**src/rtl/branch_resolve_unit.sv**
```systemverilog
// Purpose : resolves branch/jump ops (condition, target, link) and raises a fetch redirect on predictor mispredict.
// Latency : accept in cycle N -> executed/taken/jump/target/link registered and valid in cycle N+1.
// Backpr. : ready_o low while stalled, flushing or holding a redirect; redirect_o held until redirect_ack_i.
//
// Ports:
//   clk_i, rst_n_i                         clock, async active-low reset
//   stall_i, flush_i                       pipeline stall / flush
//   valid_i, ready_o                       op handshake
//   operation_i, operand_A_i, operand_B_i  op code and rs1/rs2 values
//   instr_address_i, offset_i, compressed_i PC, sign-extended immediate, 16-bit instr flag
//   executed_o, taken_o, jump_o            resolution pulse and outcome
//   target_address_o, link_o               computed target and return address
//   mispredicted_i                         predictor verdict while executed_o high
//   redirect_o, redirect_address_o, redirect_ack_i  fetch redirect handshake
//   mispredict_count_o                     saturating mispredict counter
module branch_resolve_unit (
  input  logic        clk_i,
  input  logic        rst_n_i,
  input  logic        stall_i,
  input  logic        flush_i,
  input  logic        valid_i,
  output logic        ready_o,
  input  logic [2:0]  operation_i,
  input  logic [31:0] operand_A_i,
  input  logic [31:0] operand_B_i,
  input  logic [31:0] instr_address_i,
  input  logic [31:0] offset_i,
  input  logic        compressed_i,
  output logic        executed_o,
  output logic        taken_o,
  output logic        jump_o,
  output logic [31:0] target_address_o,
  output logic [31:0] link_o,
  input  logic        mispredicted_i,
  output logic        redirect_o,
  output logic [31:0] redirect_address_o,
  input  logic        redirect_ack_i,
  output logic [15:0] mispredict_count_o
);

  typedef logic [31:0] data_word_t;

  typedef enum logic {
    RUN      = 1'b0,
    REDIRECT = 1'b1
  } state_t;

  localparam logic [2:0] OP_BEQ  = 3'b000;
  localparam logic [2:0] OP_BNE  = 3'b001;
  localparam logic [2:0] OP_JAL  = 3'b010;
  localparam logic [2:0] OP_JALR = 3'b011;
  localparam logic [2:0] OP_BLT  = 3'b100;
  localparam logic [2:0] OP_BGE  = 3'b101;
  localparam logic [2:0] OP_BLTU = 3'b110;
  localparam logic [2:0] OP_BGEU = 3'b111;

  state_t     state_q, state_d;
  logic       executed_q, executed_d;
  logic       taken_q, taken_d;
  logic       jump_q, jump_d;
  data_word_t target_q, target_d;
  data_word_t link_q, link_d;
  data_word_t redirect_addr_q, redirect_addr_d;
  logic [15:0] count_q, count_d;

  logic       accept;
  logic       cond_taken;
  logic       is_jump;
  logic       eq, lt_s, lt_u;
  data_word_t base_sum;
  data_word_t jalr_sum;
  data_word_t fallthrough;
  logic       take_redirect;

  assign ready_o = (state_q == RUN) && !stall_i && !flush_i;
  assign accept  = valid_i && ready_o;

  // Operand comparisons and address arithmetic for the op being presented.
  always_comb begin
    eq          = (operand_A_i == operand_B_i);
    lt_s        = ($signed(operand_A_i) < $signed(operand_B_i));
    lt_u        = (operand_A_i < operand_B_i);
    base_sum    = instr_address_i + offset_i;
    jalr_sum    = operand_A_i + offset_i;
    fallthrough = instr_address_i + (compressed_i ? 32'd2 : 32'd4);
    is_jump     = (operation_i == OP_JAL) || (operation_i == OP_JALR);
    cond_taken  = 1'b0;
    unique case (operation_i)
      OP_BEQ:  cond_taken = eq;
      OP_BNE:  cond_taken = !eq;
      OP_BLT:  cond_taken = lt_s;
      OP_BGE:  cond_taken = !lt_s;
      OP_BLTU: cond_taken = lt_u;
      OP_BGEU: cond_taken = !lt_u;
      default: cond_taken = 1'b0;
    endcase
  end

  // The verdict only counts for a resolution seen in RUN; a flush in the same
  // cycle discards it.
  assign take_redirect = (state_q == RUN) && executed_q && mispredicted_i && !flush_i;

  always_comb begin
    state_d         = state_q;
    redirect_addr_d = redirect_addr_q;
    count_d         = count_q;
    executed_d      = accept;
    taken_d         = taken_q;
    jump_d          = jump_q;
    target_d        = target_q;
    link_d          = link_q;

    if (accept) begin
      taken_d  = cond_taken;
      jump_d   = is_jump;
      target_d = (operation_i == OP_JALR) ? {jalr_sum[31:1], 1'b0} : base_sum;
      link_d   = fallthrough;
    end

    unique case (state_q)
      RUN: begin
        if (take_redirect) begin
          state_d         = REDIRECT;
          // Correct next PC is the target if the branch went, else the
          // fall-through (held in link_q for every op).
          redirect_addr_d = (taken_q || jump_q) ? target_q : link_q;
          if (count_q != 16'hFFFF) begin
            count_d = count_q + 16'd1;
          end
        end
      end
      REDIRECT: begin
        if (flush_i || redirect_ack_i) begin
          state_d = RUN;
        end
      end
      default: state_d = RUN;
    endcase
  end

  always_ff @(posedge clk_i or negedge rst_n_i) begin
    if (!rst_n_i) begin
      state_q         <= RUN;
      executed_q      <= 1'b0;
      taken_q         <= 1'b0;
      jump_q          <= 1'b0;
      target_q        <= '0;
      link_q          <= '0;
      redirect_addr_q <= '0;
      count_q         <= '0;
    end else begin
      state_q         <= state_d;
      executed_q      <= executed_d;
      taken_q         <= taken_d;
      jump_q          <= jump_d;
      target_q        <= target_d;
      link_q          <= link_d;
      redirect_addr_q <= redirect_addr_d;
      count_q         <= count_d;
    end
  end

  assign executed_o         = executed_q;
  assign taken_o            = taken_q;
  assign jump_o             = jump_q;
  assign target_address_o   = target_q;
  assign link_o             = link_q;
  assign redirect_o         = (state_q == REDIRECT);
  assign redirect_address_o = redirect_addr_q;
  assign mispredict_count_o = count_q;

endmodule

```
**config.mk**
```make
export PLATFORM = sky130hd
export DESIGN_NAME = branch_resolve_unit
export DESIGN_NICKNAME = d
export VERILOG_FILES = /design/src/rtl/branch_resolve_unit.sv
export SDC_FILE = /design/constraint.sdc
export NUM_CORES = 1
export LEC_CHECK = 0
export ABC_CLOCK_PERIOD_IN_PS = 4250
export CAP_MARGIN = 5
export CORE_ASPECT_RATIO = 1.75
export CORE_MARGIN = 3
export CORE_UTILIZATION = 50
export CTS_CLUSTER_SIZE = 10
export DETAILED_ROUTE_END_ITERATION = 7
export PLACE_DENSITY = 0.8
export SETUP_SLACK_MARGIN = 0.02
export SYNTH_ARGS = -nofsm -noshare
export SYNTH_HDL_FRONTEND = slang
export SYNTH_SLANG_ARGS = --single-unit
```
**constraint.sdc**
```tcl
create_clock -name clk_i -period 4.25 [get_ports clk_i]
set_input_delay 0.425 -clock clk_i [delete_from_list [all_inputs] [get_ports clk_i]]
set_output_delay 0.425 -clock clk_i [all_outputs]
set_load 0.01 [all_outputs]
```
### After elaboration in Yosys (flattened, before gate mapping)

Index checks and enable logic that the tools add are counted.

| operators by class | value |
|---|---|
| bitwise logic cells | 1 |
| order comparisons | 2 |
| add/sub/neg operators | 4 |
| eq/ne operators | 9 |
| reductions and logical operators | 17 |
| multiplexer cells | 7 |

Operator list:

| kind | number |
|---|---|
| adder 32 bit | 2 |
| less-than comparator 32 bit | 2 |
| two-way mux 32 bit | 2 |
| adder 32 x 3 -> 32 bit | 1 |
| == test 32 bit | 1 |
| adder 16 x 1 -> 16 bit, second input constant | 1 |
| != test 16 bit, second input constant | 1 |
| == test 3 bit, second input constant | 4 |
| == test 3 x 2 -> 1 bit, second input constant | 2 |
| logical AND 1 bit | 6 |
| case mux 1 bit (6 select lines) | 1 |
| zero test 1 bit | 5 |
| == test 3 x 1 -> 1 bit, second input constant | 1 |
| zero test 3 bit | 1 |
| logical OR 1 bit | 3 |
| two-way mux 3 bit | 1 |
| AND reduction 3 bit | 1 |
| two-way mux 1 bit | 2 |
| case mux 1 bit (2 select lines) | 1 |
| AND reduction 2 bit | 1 |
| NOT 1 bit | 1 |

| storage, ports and cells | value |
|---|---|
| output and inout port bits | 117 |
| input port bits | 139 |
| logic and storage cells | 48 |
| register bits after elaboration | 116 |

### Longest topological paths before layout

Gate-level depths: netlist of the first run.

| depth | value |
|---|---|
| depth after elaboration | 6 |
| depth in mapped cells | 12 |
| mapped depth without buffers | 12 |

### Least setup slack after synthesis of the first run

No wires, ideal clock.

| timing path | value |
|---|---|
| kind | input to register |
| start point | in instr_address_i[14] |
| end point | reg target_q[27] (netlist: target_address_o[27]) |
| slack | 1.556 ns |
| cell stages on the path | 10 |
| library setup time | 0.138 ns |
| data arrival time | 2.556 ns |
| path through | ha_1 -> a21o_1 -> a21o_1 -> a221o_1 -> a211o_1 -> a31oi_4 -> o2111ai_1 -> a21boi_1 -> xor2_1 -> o221ai_1 |

| on the way | value |
|---|---|
| word-level cells in the longest chain between the ends | 2 |

RTL lines:

| what | line | RTL |
|---|---|---|
| from (decl) | 26 | `input logic [31:0] instr_address_i,` |
| adder 32 bit | 83 | `base_sum = instr_address_i + offset_i;` |
| two-way mux 32 bit | 116 | `target_d = (operation_i == OP_JALR) ? {jalr_sum[31:1], 1'b0} : base_sum;` |
| to (signal assigned) | 156 | `target_q <= target_d;` |
| to (decl) | 61 | `data_word_t target_q, target_d;` |

Every way passes these cells.
A chain may end at the register's enable or synchronous reset.

### Worst setup path after layout of the first run

| timing path | value |
|---|---|
| start point | in offset_i[0] |
| end point | reg target_q[30] (netlist: target_address_o[30]) |

| on the way | value |
|---|---|
| word-level cells in the longest chain between the ends | 2 |
| elaborated cells between the ends (all ways) | 3 |

RTL lines:

| what | line | RTL |
|---|---|---|
| from (decl) | 27 | `input logic [31:0] offset_i,` |
| adder 32 bit (on tied branches) | 83, 84 |  |
| two-way mux 32 bit * | 116 |  |

Every way passes the cells marked *; elsewhere a longest branch is shown, timed or not.

==> key figures, run 1 <==
Synthesis
  • Synthesized area: 0.009404 mm²
  • Yosys warning count: 0
  • Synth async-reset ratio: 1.000
  • Post-synthesis cell type count: 66
  • Number of synthesized register bits: 116
  • Portion of synthesized cell area occupied by the leading cell type: 0.3087
  • Post-synthesis average cell area: 8.337 µm²
  • Cell with the most instances after synthesis: nand2_1
  • Flip-flop cell with the highest count after synthesis: dfrtp_1
  • Largest cells by area after synthesis: dfrtp_1, ha_1, a21oi_1
  • Number of synthesized flops with an enable pin: 0
  • Cell count after synthesis: 1128
  • Sequential area share after synthesis: 0.3087
  • Post-synth top cells: nand2_1, a21oi_1, dfrtp_1
  • Cell taking the most area after synthesis: dfrtp_1
  • Number of nets produced by synthesis: 1366

Critical path
  • Top Family by Delay on Critical Path: compound AO/OA/AOI/OAI gates
  • Slowest cell on the critical path: clkdlybuf4s50_1
  • Endpoint of the worst-slack reg-to-reg timing path: mispredict_count_o[15]$_DFFE_PN0P_
  • Crit path kind: in2reg
  • Critical path cell sequence: clkdlybuf4s50_1, ha_1, inv_1, fa_1, nand2b_1, a21oi_1, o2111ai_1, a21oi_1, a311o_1, a32oi_1, mux2i_1, o21ai_1, a31oi_1
  • Largest stage delay on the critical path: 540 ps
  • CP dominant cell by count: a21oi_1
  • Cell depth of the worst flop-to-flop path: 9
  • Max Fanout on Critical Path: 3
  • Path length in cells of the critical path: 13
  • Critical path arrival: 3550 ps
  • Worst path bufs/invs: 2
  • Worst setup path end: target_address_o[30]$_DFFE_PN0P_
  • Startpoint of the worst-slack reg-to-reg timing path: mispredict_count_o[7]$_DFFE_PN0P_
  • WP data required: 4510 ps
  • Register-to-register setup slack: 1810 ps
  • Critical Path Start Type: primary input
  • Worst setup path startpoint: offset_i[0]
  • Critical Path Sink Type: flip-flop

Timing
  • Achievable frequency: 0.3040 GHz
  • Worst-Margin Slew: 864.9 ps
  • Number of hold violations in the final report: 0
  • Crit share post-route: 0.7739
  • Max Slew Vio Count: 0
  • Setup TNS Final: 0 ps
  • Count of final setup violators: 0
  • Unrepaired setup endpoints after global routing: no
  • Shortest clock period the worst path allows after layout: 3289 ps
  • Slew Limit Headroom: 0.4190
  • Final worst clock skew: 8.923 ps
  • Fin worst setup slack: 960.8 ps

Power
  • Sequential group share of total power: 0.315
  • Switching power total: 0.001659 W
  • Clock network fraction of design power: 0.305
  • Lkg Pwr: 5.706 nW
  • Power share of the combinational group: 0.379
  • Total power of the final layout: 0.004969 W
  • Largest vdd supply drop: 0.2959 mV
  • Cell-internal power: 0.003310 W
  • Switching share of power: 0.3338
  • Pwr Density: 388.0 mW/mm²

Cells and area
  • Post-layout net count: 1609
  • Seq. cell area: 0.002903 mm²
  • Fillers: 1465
  • Area delta synth->final: 36.18%
  • Multi-input gate area: 0.006157 mm²
  • Final standard cell area without fillers: 0.01281 mm²
  • Proportion of layout cells with a drive suffix above 1: 0.04266

Clocking
  • Register clock-pin slew on the reported worst setup and hold paths: 60 ps
  • Postcts setup bufs: 0
  • Clock buffers created by TritonCTS: 17
  • Maximum level of the CTS H-tree: 4
  • Number of buffers added to fix hold violations after cts: 0
  • Root buffer selected by CTS: clkbuf_16
  • Number of clock sinks seen by CTS: 116
  • Max Root-Sink Buffers: 2
  • Worst-Skew Late Latency: 410 ps
  • Resize count post-CTS: 0
  • TritonCTS clock tree: built

Die
  • Core Rows: 65
  • Overall die height: 187.4 µm
  • Starting Density: 0.5162
  • IO Count: 256
  • Die width: 109.7 µm
  • Die area: 0.02055 mm²
  • Core region area: 0.01822 mm²

Detailed routing
  • Post-Route WL: 30.19 mm
  • Vias post-DR: 9263
  • Final routed wire length divided by cell count: 18.63 µm
  • Starting DRT DRC Count: 517
  • Number of search-and-repair iterations in the first detailed-routing pass: 5
  • DRC Markers: 0
  • Via density per instance: 5.714
  • Antenna-violating nets left: 0

GRT
  • GR Layer Usage met1: 0.3424
  • Met3 Track Usage GR: 0.04145
  • All-layer global routing usage: 0.2936
  • Initial antenna violation count: 4
  • Number of global-route vias before repair: 9293
  • Most Crowded Layer GR: met2
  • Pin count of the biggest net entering global routing: 98
  • Global Route met2 Usage: 0.5247
  • Global-route wire length before repair: 47.24 mm
  • Overall overflow remaining after global route: 0

Worst hold path
  • Path category of the worst min-delay check: in2async

Place
  • Port Buf Inserts: 255
  • Worst setup timing slack at the placement stage: 666.7 ps
  • Half-perimeter wire length after detailed placement: 24.57 mm
  • Global placer's final weighted congestion: 0.9616
  • Area of placed instances: 0.01217 mm²

Run
  • Number of max-cap violations: 0

Run status
  • Outcome: finished, final reports clean
-- placed cells by master (no fill, tap or decap), types with 5 or more instances in the layout --
cell type          n
o21bai_1           7
nand2b_1          14
nand3b_1           5
ha_1              96
inv_1             56
a21o_1            29
buf_4              9
o21ai_0           47
a211oi_1           6
and2_1             5
o31ai_1            7
xor2_1            43
and3_1            13
mux2i_1           36
clkbuf_16         17
dfrtp_1          116
clkdlybuf4s50_1  254
o21ai_1           40
nor3_1             8
a31oi_1           14
nand2_1          138
nand3_1           25
a21oi_1          122
o211ai_1           8
nand4_1           18
nor2b_1           10
nor2_1            95
xnor2_1           54
o21a_1             7
-- routing by layer --
metal | part of all wire | vias to the layer above | wire length [µm]
li1 | - | 4514 | -
met1 | 0.38 | 4326 | 11480
met2 | 0.53 | 362 | 16080
met3 | 0.054 | 61 | 1639
met4 | 0.033 | 0 | 993
met5 | 0 | - | 0
-- cell families (layout without fill, tap and decap cells) --
family	Yosys count	after routing	synth area share
AND/OR/NAND/NOR	355	355	0.1728
AO/OA/AOI/OAI	328	328	0.2151
flip-flops	116	116	0.3087
adder cells (fa/ha/maj)	99	99	0.1341
XOR/XNOR	97	97	0.09034
buffers and inverters	95	350	0.03819
multiplexers	38	38	0.04071
other	0	4	0
-- power groups by stage --
stage                     Combinational (W)  Clock (W)  Sequential, W
after CTS                           0.00189    0.00153        0.00156
final                               0.00188    0.00152        0.00157
after floorplan                    0.000842          0        0.00163
after detailed placement            0.00187          0        0.00158
after global routing                0.00207    0.00158        0.00159
after global placement              0.00184          0        0.00157
-- cell type report --
class	count	area share
clock buffer	19	0.03459
inverter	56	0.01641
timing repair buffer	263	0.2038
tap	234	0.02286
antenna	4	0.0007816
clock inverter	12	0.01407
multi-input combinational	917	0.4808
sequential	116	0.2267
-- worst reg2reg max path: cells and delay by family, from the launching register on --
family	cells	cell delay, ps
xor+xnor	1	160
flops	1	450
compound gates	1	360
simple gates	7	1350
-- worst min-delay path by stage --
stage,to,cells after the start,from,slack [ps]
CTS,redirect_address_o[13]$_DFFE_PN0P_,1,rst_n_i,150
finish,mispredict_count_o[8]$_DFFE_PN0P_,1,rst_n_i,130
global route,mispredict_count_o[11]$_DFFE_PN0P_,1,rst_n_i,180
detailed placement,mispredict_count_o[9]$_DFFE_PN0P_,1,mispredict_count_o[9]$_DFFE_PN0P_,490
global placement,mispredict_count_o[9]$_DFFE_PN0P_,1,mispredict_count_o[9]$_DFFE_PN0P_,470
floorplan,executed_o$_DFF_PN0_,0,rst_n_i,130
-- state kept, by name, indices dropped and copies added (netlist names) --
signal,flops
executed_o,1
link_o,32
redirect_o,1
target_address_o,32
mispredict_count_o,16
jump_o,1
redirect_address_o,32
taken_o,1
-- through the flow --
step | hold WS, ps | cells | util
2_1_floorplan | 129.4 | 1128 | -
3_3_place_gp | 471.4 | 1586 | 0.6682
3_5_place_dp | 490.3 | 1586 | 0.6682
4_1_cts | 147.8 | 1617 | 0.7024
5_1_grt | 184.7 | 1621 | 0.7030
6_report | 131.8 | 1621 | 0.7030
Note: power is estimated with default switching activity, not from simulation.
==> run 2, diff against run 1 <==
--- a/config.mk
+++ b/config.mk
@@ -5,14 +5,14 @@
 export SDC_FILE = /design/constraint.sdc
 export NUM_CORES = 1
 export LEC_CHECK = 0
-export ABC_CLOCK_PERIOD_IN_PS = 4250
+export ABC_CLOCK_PERIOD_IN_PS = 2900
 export CAP_MARGIN = 5
 export CORE_ASPECT_RATIO = 1.75
 export CORE_MARGIN = 3
-export CORE_UTILIZATION = 50
+export CORE_UTILIZATION = 45
 export CTS_CLUSTER_SIZE = 10
 export DETAILED_ROUTE_END_ITERATION = 7
-export PLACE_DENSITY = 0.8
+export PLACE_DENSITY = 0.76
 export SETUP_SLACK_MARGIN = 0.02
 export SYNTH_ARGS = -nofsm -noshare
 export SYNTH_HDL_FRONTEND = slang
==> constraint.sdc (replaced) <==
create_clock -name clk_i -period 2.9 [get_ports clk_i]
set_input_delay 0.29 -clock clk_i [delete_from_list [all_inputs] [get_ports clk_i]]
set_output_delay 0.29 -clock clk_i [all_outputs]
set_load 0.01 [all_outputs]
==> key figures, run 2 (synthesized netlist as in run 1, its figures left out) <==
Run status
  • Outcome: finished, final reports clean

Power
  • Clock network fraction of design power: 0.261 (-0.044)
  • Cell-internal power: 0.004786 W (+45%)
  • Lkg Pwr: 6.451 nW (+13%)
  • Pwr Density: 516.3 mW/mm² (+33%)
  • Largest vdd supply drop: 0.4833 mV (+63%)
  • Switching share of power: 0.3376 (+0.003806)
  • Sequential group share of total power: 0.318 (+0.003)
  • Switching power total: 0.002439 W (+47%)
  • Power share of the combinational group: 0.421 (+0.042)

Place
  • Half-perimeter wire length after detailed placement: 26.72 mm (+8.8%)
  • Area of placed instances: 0.01333 mm² (+9.5%)
  • Port Buf Inserts: 255 (unchanged)
  • Global placer's final weighted congestion: 0.9611 (about the same)
  • Worst setup timing slack at the placement stage: -446.8 ps (-1114 ps)

Detailed routing
  • Via density per instance: 5.550 (-2.9%)
  • Number of search-and-repair iterations in the first detailed-routing pass: 5 (unchanged)
  • Antenna-violating nets left: 0 (unchanged)
  • Final routed wire length divided by cell count: 18.16 µm (-2.5%)
  • Starting DRT DRC Count: 591 (+14%)
  • Post-Route WL: 32.43 mm (+7.4%)
  • Vias post-DR: 9912 (+7.0%)
  • DRC Markers: 0 (unchanged)

GRT
  • Number of global-route vias before repair: 9964 (+7.2%)
  • Initial antenna violation count: 5 (+1)
  • Pin count of the biggest net entering global routing: 88 (-10%)
  • Global-route wire length before repair: 50.03 mm (+5.9%)
  • All-layer global routing usage: 0.2813 (-0.01232)
  • Overall overflow remaining after global route: 0 (unchanged)

Clocking
  • TritonCTS clock tree: built
  • Clock buffers created by TritonCTS: 17 (unchanged)
  • Maximum level of the CTS H-tree: 4 (unchanged)
  • Worst-Skew Late Latency: 420 ps (about the same)
  • Register clock-pin slew on the reported worst setup and hold paths: 60 ps (about the same)
  • Number of clock sinks seen by CTS: 116 (unchanged)
  • Max Root-Sink Buffers: 2 (unchanged)
  • Root buffer selected by CTS: clkbuf_16

Timing
  • Worst-Margin Slew: 643.1 ps (-221.7 ps)
  • Final worst clock skew: 12.97 ps (+4.045 ps)
  • Fin worst setup slack: 49.14 ps (-911.6 ps)
  • Count of final setup violators: 0 (unchanged)
  • Crit share post-route: 0.9831
  • Max Slew Vio Count: 0 (unchanged)
  • Achievable frequency: 0.3508 GHz
  • Shortest clock period the worst path allows after layout: 2851 ps
  • Slew Limit Headroom: 0.5697 (+0.1507)
  • Setup TNS Final: 0 ps (unchanged)
  • Number of hold violations in the final report: 0 (unchanged)
  • Unrepaired setup endpoints after global routing: yes

Cells and area
  • Post-layout net count: 1760 (+9.4%)
  • Leading cell type in the layout, fill and taps excluded: clkdlybuf4s50_1
  • Commonest cells after routing, fill and taps aside: clkdlybuf4s50_1, buf_4, nand2_1
  • Area delta synth->final: 48.80%
  • Proportion of layout cells with a drive suffix above 1: 0.1422 (+0.09954)
  • Fillers: 1743 (+19%)
  • Final standard cell area without fillers: 0.01399 mm² (+9.3%)

Run
  • Number of max-cap violations: 0 (unchanged)

Die
  • IO Count: 256 (unchanged)
  • Core Rows: 69 (+6.2%)
  • Die area: 0.02274 mm² (+11%)
  • Overall die height: 197.2 µm (+5.2%)
  • Starting Density: 0.4596 (-0.05660)
  • Core region area: 0.02046 mm² (+12%)
  • Die width: 115.3 µm (+5.1%)

Critical path
  • Crit path kind: in2reg
  • Critical Path Start Type: primary input
  • Critical path arrival: 3140 ps (-410 ps)
  • WP data required: 3190 ps (-1320 ps)
  • Max Fanout on Critical Path: 5 (+2)
  • Critical Path Sink Type: flip-flop

Worst hold path
  • Path category of the worst min-delay check: in2reg
## run 2: cell count changes in the layout (fill, tap and decap cells not counted), moves of 3 or more
cell,previous run,this run
clkbuf_8,1,5
bufinv_16,4,0
a31oi_1,14,11
buf_4,9,157
clkinv_2,2,5
clkinv_4,3,0
## run 2: critical path, stage by stage
cell             delay, ps
clkdlybuf4s50_1        420
buf_4                  150
ha_1                   270
a21oi_1                210
and4b_1                260
o41ai_4                430
a31oi_4                160
a31oi_4                280
o21ai_1                120
a2111o_1               430
o221ai_1                70
a31oi_1                 60
## run 2: final timing paths
path,startpoint,end,slack (ps),cells after the start
setup / recovery,offset_i[1],target_address_o[29]$_DFFE_PN0P_,50,12
hold / removal,offset_i[0],target_address_o[0]$_DFFE_PN0P_,330,4
setup reg to reg,redirect_o$_DFF_PN0_,target_address_o[24]$_DFFE_PN0P_,540,7
hold reg to reg,mispredict_count_o[9]$_DFFE_PN0P_,mispredict_count_o[9]$_DFFE_PN0P_,490,1
max in group asynchronous,rst_n_i,link_o[28]$_DFFE_PN0P_,1730,3
min in group asynchronous,rst_n_i,link_o[3]$_DFFE_PN0P_,380,2
## run 2: what timing repair did
item,4_1_cts,5_1_grt
resized for setup,2,15
pin swaps,0,6
cloned,0,0
setup buffers,0,2
hold buffers,1,0
hold endpoints to repair,34,0
endpoints found under the setup margin,2,18
## run 2: cell type report
| class | count | area, µm² | share of cell area |
|---|---|---|---|
| inverters | 56 | 210.2 | 0.01502 |
| repair buffers | 414 | 3776 | 0.2699 |
| flip-flops and latches | 116 | 2903 | 0.2074 |
| diodes | 5 | 12.51 | 0.0008941 |
| clock buffers | 25 | 505.5 | 0.03612 |
| well taps | 248 | 310.3 | 0.02217 |
| clock inverters | 5 | 25.02 | 0.001788 |
| multi-input cells | 917 | 6251 | 0.4467 |
## run 2: power by group through the flow
| stage | combinational (W) | sequential [W] | clock, W |
|---|---|---|---|
| floorplan | 0.00123 | 0.00239 | 0 |
| global placement | 0.00294 | 0.00230 | 0 |
| detailed placement | 0.00299 | 0.00232 | 0 |
| CTS | 0.00302 | 0.00229 | 0.00191 |
| global route | 0.00330 | 0.00233 | 0.00198 |
| finish | 0.00304 | 0.00230 | 0.00188 |
## run 2: stage by stage
step / total power (W) / utilization / instances / hold WS (ps)
final: 0.007225 / 0.6839 / 1786 / 333.6
after global routing: 0.007612 / 0.6839 / 1786 / 369.0
after CTS: 0.007219 / 0.6783 / 1779 / 386.9
after detailed placement: 0.005312 / 0.6513 / 1748 / 283.4
after global placement: 0.005238 / 0.6513 / 1748 / 277.2
after floorplan: 0.003625 / - / 1128 / -5.591
## run 2: per-layer routing
| layer | GRT usage | part of all wire | vias up |
|---|---|---|---|
| li1 | - | - | 4808 |
| met1 | 0.3142 | 0.38 | 4655 |
| met2 | 0.5092 | 0.53 | 352 |
| met3 | 0.03801 | 0.043 | 97 |
| met4 | 0.1458 | 0.051 | 0 |
| met5 | 0 | 0 | - |
==> run 3, diff against run 2 <==
--- a/config.mk
+++ b/config.mk
@@ -9,10 +9,11 @@
 export CAP_MARGIN = 5
 export CORE_ASPECT_RATIO = 1.75
 export CORE_MARGIN = 3
-export CORE_UTILIZATION = 45
+export CORE_UTILIZATION = 40
 export CTS_CLUSTER_SIZE = 10
 export DETAILED_ROUTE_END_ITERATION = 7
-export PLACE_DENSITY = 0.76
+export DONT_BUFFER_PORTS = 1
+export PLACE_DENSITY = 0.54
 export SETUP_SLACK_MARGIN = 0.02
 export SYNTH_ARGS = -nofsm -noshare
 export SYNTH_HDL_FRONTEND = slang
==> key figures, run 3 (synthesized netlist as in run 1, its figures left out) <==
Timing
  • Crit share post-route: 0.8770 (-0.1061)
  • Minimum hold slack: -428.3 ps (-761.9 ps)
  • Worst-Margin Slew: 664.1 ps (+20.95 ps)
  • Achievable frequency: 0.3932 GHz (+12%)
  • Max Slew Vio Count: 0 (unchanged)
  • Slew Limit Headroom: 0.5535 (-0.01617)
  • Shortest clock period the worst path allows after layout: 2543 ps (-307.7 ps)
  • Setup TNS Final: 0 ps (unchanged)
  • Count of final setup violators: 0 (unchanged)
  • Final worst clock skew: 7.385 ps (-5.583 ps)
  • Number of hold violations in the final report: 116 (+116)
  • Unrepaired setup endpoints after global routing: no

Critical path
  • Largest stage delay on the critical path: 570 ps (+140 ps)
  • Critical Path Sink Type: flip-flop
  • Max Fanout on Critical Path: 18 (+13)
  • WP data required: 3170 ps (-20 ps)
  • Critical path arrival: 2810 ps (-330 ps)
  • Critical path cell sequence: nor3_1, nand2_4, inv_1, buf_4, nand2_1, o221ai_1, a21oi_1
  • Top Family by Delay on Critical Path: simple AND/OR/NAND/NOR gates
  • Critical Path Start Type: flip-flop
  • Worst path bufs/invs: 2 (unchanged)
  • Slowest cell on the critical path: nor3_1
  • Crit path kind: reg2reg

Clocking
  • Resize count post-CTS: 0 (-2)
  • TritonCTS clock tree: built
  • Maximum level of the CTS H-tree: 4 (unchanged)
  • Register clock-pin slew on the reported worst setup and hold paths: 60 ps (about the same)
  • Number of buffers added to fix hold violations after cts: 1 (unchanged)
  • Clock buffers created by TritonCTS: 17 (unchanged)
  • Max Root-Sink Buffers: 2 (unchanged)
  • Worst-Skew Late Latency: 410 ps (about the same)
  • Number of clock sinks seen by CTS: 116 (unchanged)
  • Postcts setup bufs: 0 (unchanged)
  • Root buffer selected by CTS: clkbuf_16

Die
  • Die width: 121.9 µm (+5.8%)
  • Core region area: 0.02293 mm² (+12%)
  • Overall die height: 208.8 µm (+5.9%)
  • Core Rows: 73 (+5.8%)
  • IO Count: 256 (unchanged)
  • Starting Density: 0.4102 (-0.04942)
  • Die area: 0.02546 mm² (+12%)

Power
  • Largest vdd supply drop: 0.3471 mV (-28%)
  • Pwr Density: 605.5 mW/mm² (+17%)
  • Lkg Pwr: 4.843 nW (-25%)

Detailed routing
  • Post-Route WL: 28.74 mm (-11%)
  • Number of search-and-repair iterations in the first detailed-routing pass: 5 (unchanged)
  • DRC Markers: 0 (unchanged)
  • Vias post-DR: 8040 (-19%)
  • Via density per instance: 5.564 (+0.26%)
  • Starting DRT DRC Count: 416 (-30%)
  • Antenna-violating nets left: 0 (unchanged)
  • Final routed wire length divided by cell count: 19.89 µm (+9.5%)

Cells and area
  • Multi-input gate area: 0.006162 mm² (-1.4%)
  • Proportion of layout cells with a drive suffix above 1: 0.06550 (-0.07670)
  • Commonest cells after routing, fill and taps aside: nand2_1, a21oi_1, dfrtp_1
  • Fillers: 2321 (+33%)
  • Leading cell type in the layout, fill and taps excluded: nand2_1
  • Ant diodes: 0 (-5)
  • Area delta synth->final: 11.75%
  • Seq. cell area: 0.002903 mm² (unchanged)
  • Post-layout net count: 1371 (-22%)

Worst hold path
  • Path category of the worst min-delay check: in2async

GRT
  • All-layer global routing usage: 0.2237 (-0.05760)
  • Global-route wire length before repair: 44.57 mm (-11%)
  • Overall overflow remaining after global route: 0 (unchanged)
  • Pin count of the biggest net entering global routing: 117 (+33%)
  • Number of global-route vias before repair: 8126 (-18%)
  • Initial antenna violation count: 0 (-5)

Run status
  • Violated checks: negative hold slack
  • Outcome: complete, but fails checks

Place
  • Global placer's final weighted congestion: 0.9332 (-2.9%)
  • Half-perimeter wire length after detailed placement: 23.88 mm (-11%)
  • Port Buf Inserts: 0 (-100%)

Run
  • Number of max-cap violations: 0 (unchanged)
run 3: cell count changes in the layout (fill, tap and decap cells not counted), sizes merged:
cell and change:
clkbuf -3, buf -135, clkdlybuf4s50 -252, bufinv +4
diode -5, dlymetal6s2s -2
run 3: per-layer routing:
layer  up-vias  GRT usage  wire length [µm]
li1       4014          -                 -
met1      3716     0.2602             11410
met2       266     0.3854             14150
met3        44    0.06201              2300
met4         0    0.08743               881
met5         -          0                 0
run 3: worst paths after layout:
path	end	depth (start not counted)	start	slack [ps]
hold reg to reg	mispredict_count_o[15]$_DFFE_PN0P_	1	mispredict_count_o[15]$_DFFE_PN0P_	560
setup reg to reg	target_address_o[24]$_DFFE_PN0P_	7	redirect_o$_DFF_PN0_	360
setup / recovery	target_address_o[24]$_DFFE_PN0P_	7	redirect_o$_DFF_PN0_	360
max in group asynchronous	redirect_address_o[26]$_DFFE_PN0P_	0	rst_n_i	3140
min in group clk_i	link_o[26]$_DFFE_PN0P_	2	instr_address_i[26]	60
hold / removal	redirect_address_o[1]$_DFFE_PN0P_	0	rst_n_i	-430
run 3: final cells by class:
cell class,instances,area share
Multi-Input combinational cell,917,0.5864
Sequential cell,116,0.2762
Clock buffer,22,0.04703
Tap cell,300,0.03572
Timing Repair Buffer,25,0.02048
Inverter,56,0.02000
Clock inverter,9,0.01417
run 3: metrics by stage:
step	power (W)	instances	cell area, µm²	util	setup slack [ps]
finish	0.006363	1445	10510	0.4584	356.8
global route	0.006754	1445	10510	0.4584	119.1
CTS	0.006434	1445	10510	0.4584	352.6
detailed placement	0.004136	1413	9856	0.4299	21.88
global placement	0.004106	1413	9856	0.4299	38.14
floorplan	0.003625	1128	9404	-	341.2
run 3: where the power goes:
part	switching, W	internal [W]
Combinational	0.000848	0.000713
Sequential	0.000570	0.00197
Clock	0.000719	0.00154
==> RTL change 1, RTL diff (flow settings as in run 3) <==
Make the reset (`rst_n_i`) synchronous in one clocked block. Comments in the files are not updated.
--- a/src/rtl/branch_resolve_unit.sv
+++ b/src/rtl/branch_resolve_unit.sv
@@ -138,7 +138,7 @@
     endcase
   end
 
-  always_ff @(posedge clk_i or negedge rst_n_i) begin
+  always_ff @(posedge clk_i) begin
     if (!rst_n_i) begin
       state_q         <= RUN;
       executed_q      <= 1'b0;
Behaviour: differs if rst_n_i is asserted again (counterexample within 4 cycles, from zero or initial values and one cycle with rst_n_i low); with rst_n_i held inactive, the same outputs for 10 cycles.
==> RTL change 1 against run 3 <==
- combinational power down 24%
- largest cell class unchanged
- sequential share of layout area down 5.3 points
- synthesized area down 0.88%
- cell area down 1.1%
- setup slack worse by 0.042 ns
- global-route usage up 3.3 points
- sequential cell count unchanged
- clock skew up 0.00062 ns
- routed wire length up 15%
- total power down 19%
==> RTL change 1: results (changes against run 3) <==
outcome - finished, final reports clean
adder-cell share of the synthesized area - 13.5% (+0.12 points)
static leakage - 4.14 nW (-14%)
CP max FO - 4 (-14)
Compound-Gate Fraction of Synth Area - 27.9% (+6.4 points)
GR peak layer - met2
Synth area leader - dfxtp_1
Routed WL per cell - 21.6 um (+8.8%)
RD Place Congestion - 0.931 (-0.19%)
pre-CTS WS - 0.00556 ns (-0.0163 ns)
Reg2Reg Setup Slack - 0.60 ns (+0.24 ns)
total track usage - 25.7% (+3.3 points)
Crit Reg-Reg Startpoint - mispredict_count_o[7]
crit path DAT - 2.95 ns (+0.14 ns)
Reg2Reg Depth - 8 (+1)
register area share after synthesis - 24.9% (-6.0 points)
post-synthesis cell count - 1,218 (+8.0%)
HP Start - rst_n_i
Hold Crit Class - in -> reg
Worst-path clk slew - 0.06 ns (about the same)
Hold Path Sink - target_address_o[20]
count of state elements after synthesis - 116 (unchanged)
worst IR drop on VDD - 0.380 mV (+9.3%)
Slew HR - 56.8% (+1.5 points)
First-pass DRT Iterations - 5 (unchanged)
share of synthesized registers carrying an async set or reset - 0% (-100 points)
worst setup path startpoint - instr_address_i[0]
Non-Filler Instances - 1,523 (+5.4%)
worst reg2reg path endpoint - mispredict_count_o[14]
YS warnings - 0 (unchanged)
top cells by count, synth - 139 x nor2_1, 123 x nand2_1, 116 x dfxtp_1, 96 x ha_1, 90 x o21ai_0
layout cells sized above 1 - 6.54% (-0.0089 points)
# diodes - 0 (unchanged)
Int Power - 3.62 mW (-14%)
combinational power share - 22.8% (-1.7 points)
leading post-synthesis cells by cell area - dfxtp_1 25%, ha_1 13%, nor2_1 5.6%, nand2_1 5.0%, o21ai_0 4.8%
Final nets - 1,448 (+5.6%)
number of global-route vias before repair - 8,850 (+8.9%)
drt via density - 5.92 (+6.5%)
Seq group - 1.75 mW (-31%)
largest net degree at the start of global routing - 71 (-39%)
synth unique cells - 69 (+4.5%)
crit path to - target_address_o[30]
DRT iter0 DRCs - 601 (+44%)
Placed Area - 9720 um2 (-1.4%)
multiplexer area fraction after synthesis - 0.980% (-3.1 points)
routing usage on met3 - 6.34% (+0.14 points)
met2 GRT Util - 44.8% (+6.3 points)
top cell type's share of synthesized area - 24.9% (-6.0 points)
CP endpoint kind - flip-flop
Synth Area in XOR/XNOR - 7.70% (-1.3 points)
clock latency on the worst-skew pair - 0.42 ns
Post-DP HPWL - 26.5 mm (+11%)
Filler Cell Count - 2,380 (+2.5%)
Num CTS Buffers - 17 (unchanged)
M1 GR Usage - 29.6% (+3.6 points)
first-pass GRT wire length - 50.5 mm (+13%)
Pwr Total - 5.18 mW (-19%)
Hold WS - 0.0272 ns (+0.455 ns)
Clock Skew - 0.00800 ns (+0.000618 ns)
-- RTL change 1: final cells by class --
type	instances	area, um2	share of cell area [%]
clock buffer	19	453	4.36
timing repair buffer	32	275	2.65
clock inverter	13	181	1.75
inverter	55	206	1.99
sequential	116	2320	22.3
tap	300	375	3.61
multi-input combinational	988	6580	63.3
-- RTL change 1: critical path: stages --
cell and delay (ns):
ha_1 0.16, inv_1 0.06, fa_1 0.38, nand2b_1 0.19, a21oi_1 0.36, o211ai_1 0.23
a21oi_2 0.30, nor4_2 0.12, o31ai_4 0.34, nor2_1 0.10, a2111oi_2 0.21, a31o_2 0.19
-- RTL change 1: layer usage --
layer / part of all wire, % / vias to the layer above
li1: - / 4471
met1: 39 / 4163
met2: 50 / 325
met3: 7.2 / 64
met4: 3.6 / 0
met5: 0 / -
-- RTL change 1: repair_timing --
| action | CTS | global route |
|---|---|---|
| endpoints found under the hold margin | 5 | 0 |
| setup buffers | 0 | 0 |
| hold buffers | 4 | 0 |
==> RTL change 2, RTL diff (config.mk and constraints of run 3) <==
Without the edit above. Put one more register stage on the output `redirect_address_o`, without a reset. The value now appears one clock later. The other outputs are not delayed to match.
--- a/src/rtl/branch_resolve_unit.sv
+++ b/src/rtl/branch_resolve_unit.sv
@@ -166,7 +166,9 @@
   assign target_address_o   = target_q;
   assign link_o             = link_q;
   assign redirect_o         = (state_q == REDIRECT);
-  assign redirect_address_o = redirect_addr_q;
+  always_ff @(posedge clk_i) begin
+    redirect_address_o <= redirect_addr_q;
+  end
   assign mispredict_count_o = count_q;
 
 endmodule
Behaviour: not the same (a bounded check fails within 4 cycles, from zero or initial values and one cycle with rst_n_i low).
==> RTL change 2 against run 3 <==
- the flow still finishes with violations (negative hold slack)
- sequential cell count is 32 higher
- routed wire length is 5.6% higher
- clock power hardly changed
- setup slack better by 0.043 ns
- worst hold slack worse by 0.0059 ns
- cell area is 6.6% higher
- total power is 10% higher
- highest routed layer unchanged
- synthesized area is 7.4% higher
- critical endpoint is now mispredict_count_o[9]
==> RTL change 2: results (changes against run 3) <==
adder-cell share of the synthesized area - 12.5% (-0.92 points)
layout cells sized above 1 - 8.28% (+1.7 points)
Hold WS - -0.434 ns (-0.00585 ns)
leading post-synthesis cells by cell area - dfrtp_1 29%, ha_1 12%, dfxtp_1 6.3%, nand2_1 5.2%, a21oi_1 4.8%
sw frac - 33.3% (-0.30 points)
Pwr Density - 626 nW/um2 (+3.3%)
total track usage - 21.8% (-0.58 points)
Reg2Reg Depth - 9 (+2)
drt via density - 5.55 (-0.33%)
slowest CP cell - dfrtp_1
Final nets - 1,409 (+2.8%)
worst setup path startpoint - mispredict_count_o[7]
Hold Fails Final Rpt - 116 (unchanged)
number of global-route vias before repair - 8,553 (+5.3%)
worst-margin pin slew - 0.732 ns (+0.0684 ns)
Placed Area - 10,600 um2 (+7.2%)
worst IR drop on VDD - 0.304 mV (-12%)
Reg2Reg Setup Slack - 0.40 ns (+0.04 ns)
DRT iter0 DRCs - 321 (-23%)
clock latency on the worst-skew pair - 0.43 ns (+0.02 ns)
register area share after synthesis - 35.1% (+4.2 points)
Compound-Gate Fraction of Synth Area - 20.4% (-1.1 points)
Routed WL per cell - 20.3 um (+2.0%)
CP max FO - 5 (-13)
outcome - finished with violations
Post-CTS Hold Buffers - 2 (+1)
failing checks - negative hold slack
synth unique cells - 81 (+23%)
top cells by count, synth - 141 x nand2_1, 116 x dfrtp_1, 102 x nor2_1, 97 x a21oi_1, 96 x ha_1
Post-DP HPWL - 25.1 mm (+4.9%)
RTL change 2: logic make-up (layout without fill, tap and decap cells):
kind of cell	count (synthesis)	after routing
flip-flops	148	148
buffers and inverters	86	116
XOR/XNOR	96	96
AND/OR/NAND/NOR	366	366
adder cells (fa/ha/maj)	99	99
AO/OA/AOI/OAI	326	326
multiplexers	33	33
RTL change 2: critical path: cells and delay by family (launching register included):
kind / cells / cell delay [ns]
AOI/OAI and AO/OA: 1 / 0.20
DFF: 1 / 0.45
xor gates and xnor gates: 1 / 0.15
and+or+nand+nor: 7 / 1.56
RTL change 2: power groups by stage:
| stage | registers, mW | logic (mW) | clock network [mW] |
|---|---|---|---|
| after detailed placement | 3.22 | 1.58 | 0 |
| after floorplan | 3.01 | 1.25 | 0 |
| after global placement | 3.21 | 1.56 | 0 |
| after global routing | 3.23 | 1.80 | 2.40 |
| final | 3.16 | 1.59 | 2.26 |
| after CTS | 3.18 | 1.59 | 2.32 |
RTL change 2: how the worst min path moves through the flow:
stage | start | endpoint | slack [ns] | cells after the start
floorplan | rst_n_i | executed_o | -0.006 | 0
global placement | rst_n_i | redirect_addr_q[0] | -0.001 | 0
detailed placement | rst_n_i | redirect_addr_q[2] | -0.0005 | 0
CTS | rst_n_i | target_address_o[9] | -0.47 | 0
global route | rst_n_i | redirect_addr_q[5] | -0.47 | 0
finish | rst_n_i | redirect_addr_q[1] | -0.43 | 0
RTL change 2: layout make-up:
type / count / area [um2]
fillers: 2521 / 13500
clock buffers: 19 / 453
repair buffers: 35 / 280
inverters: 49 / 184
clock inverters: 13 / 156
flip-flops and latches: 148 / 3540
multi-input cells: 920 / 6190
well taps: 312 / 390
RTL change 2: through the flow:
step	std cells	utilization [%]	hold WS, ns	setup WS, ns
floorplan	1154	-	-0.00559	0.379
global placement	1462	42.8	-0.00138	0.106
detailed placement	1462	42.8	-0.000457	0.0266
CTS	1496	45.3	-0.465	0.358
global route	1496	45.3	-0.469	0.243
finish	1496	45.3	-0.434	0.400
RTL change 2: metal layers:
metal  vias to the layer above  track usage [%]  share of wire (%)
li1                       4160                -                  -
met1                      3818             24.8                 39
met2                       256             37.9                 50
met3                        62             5.30                6.3
met4                         0             10.6                4.4
met5                         -                0                  0
RTL change 2: what timing repair did:
action,CTS,global route
endpoints found under the hold margin,118,116
buffers inserted,0,0
endpoints found under the setup margin,0,0
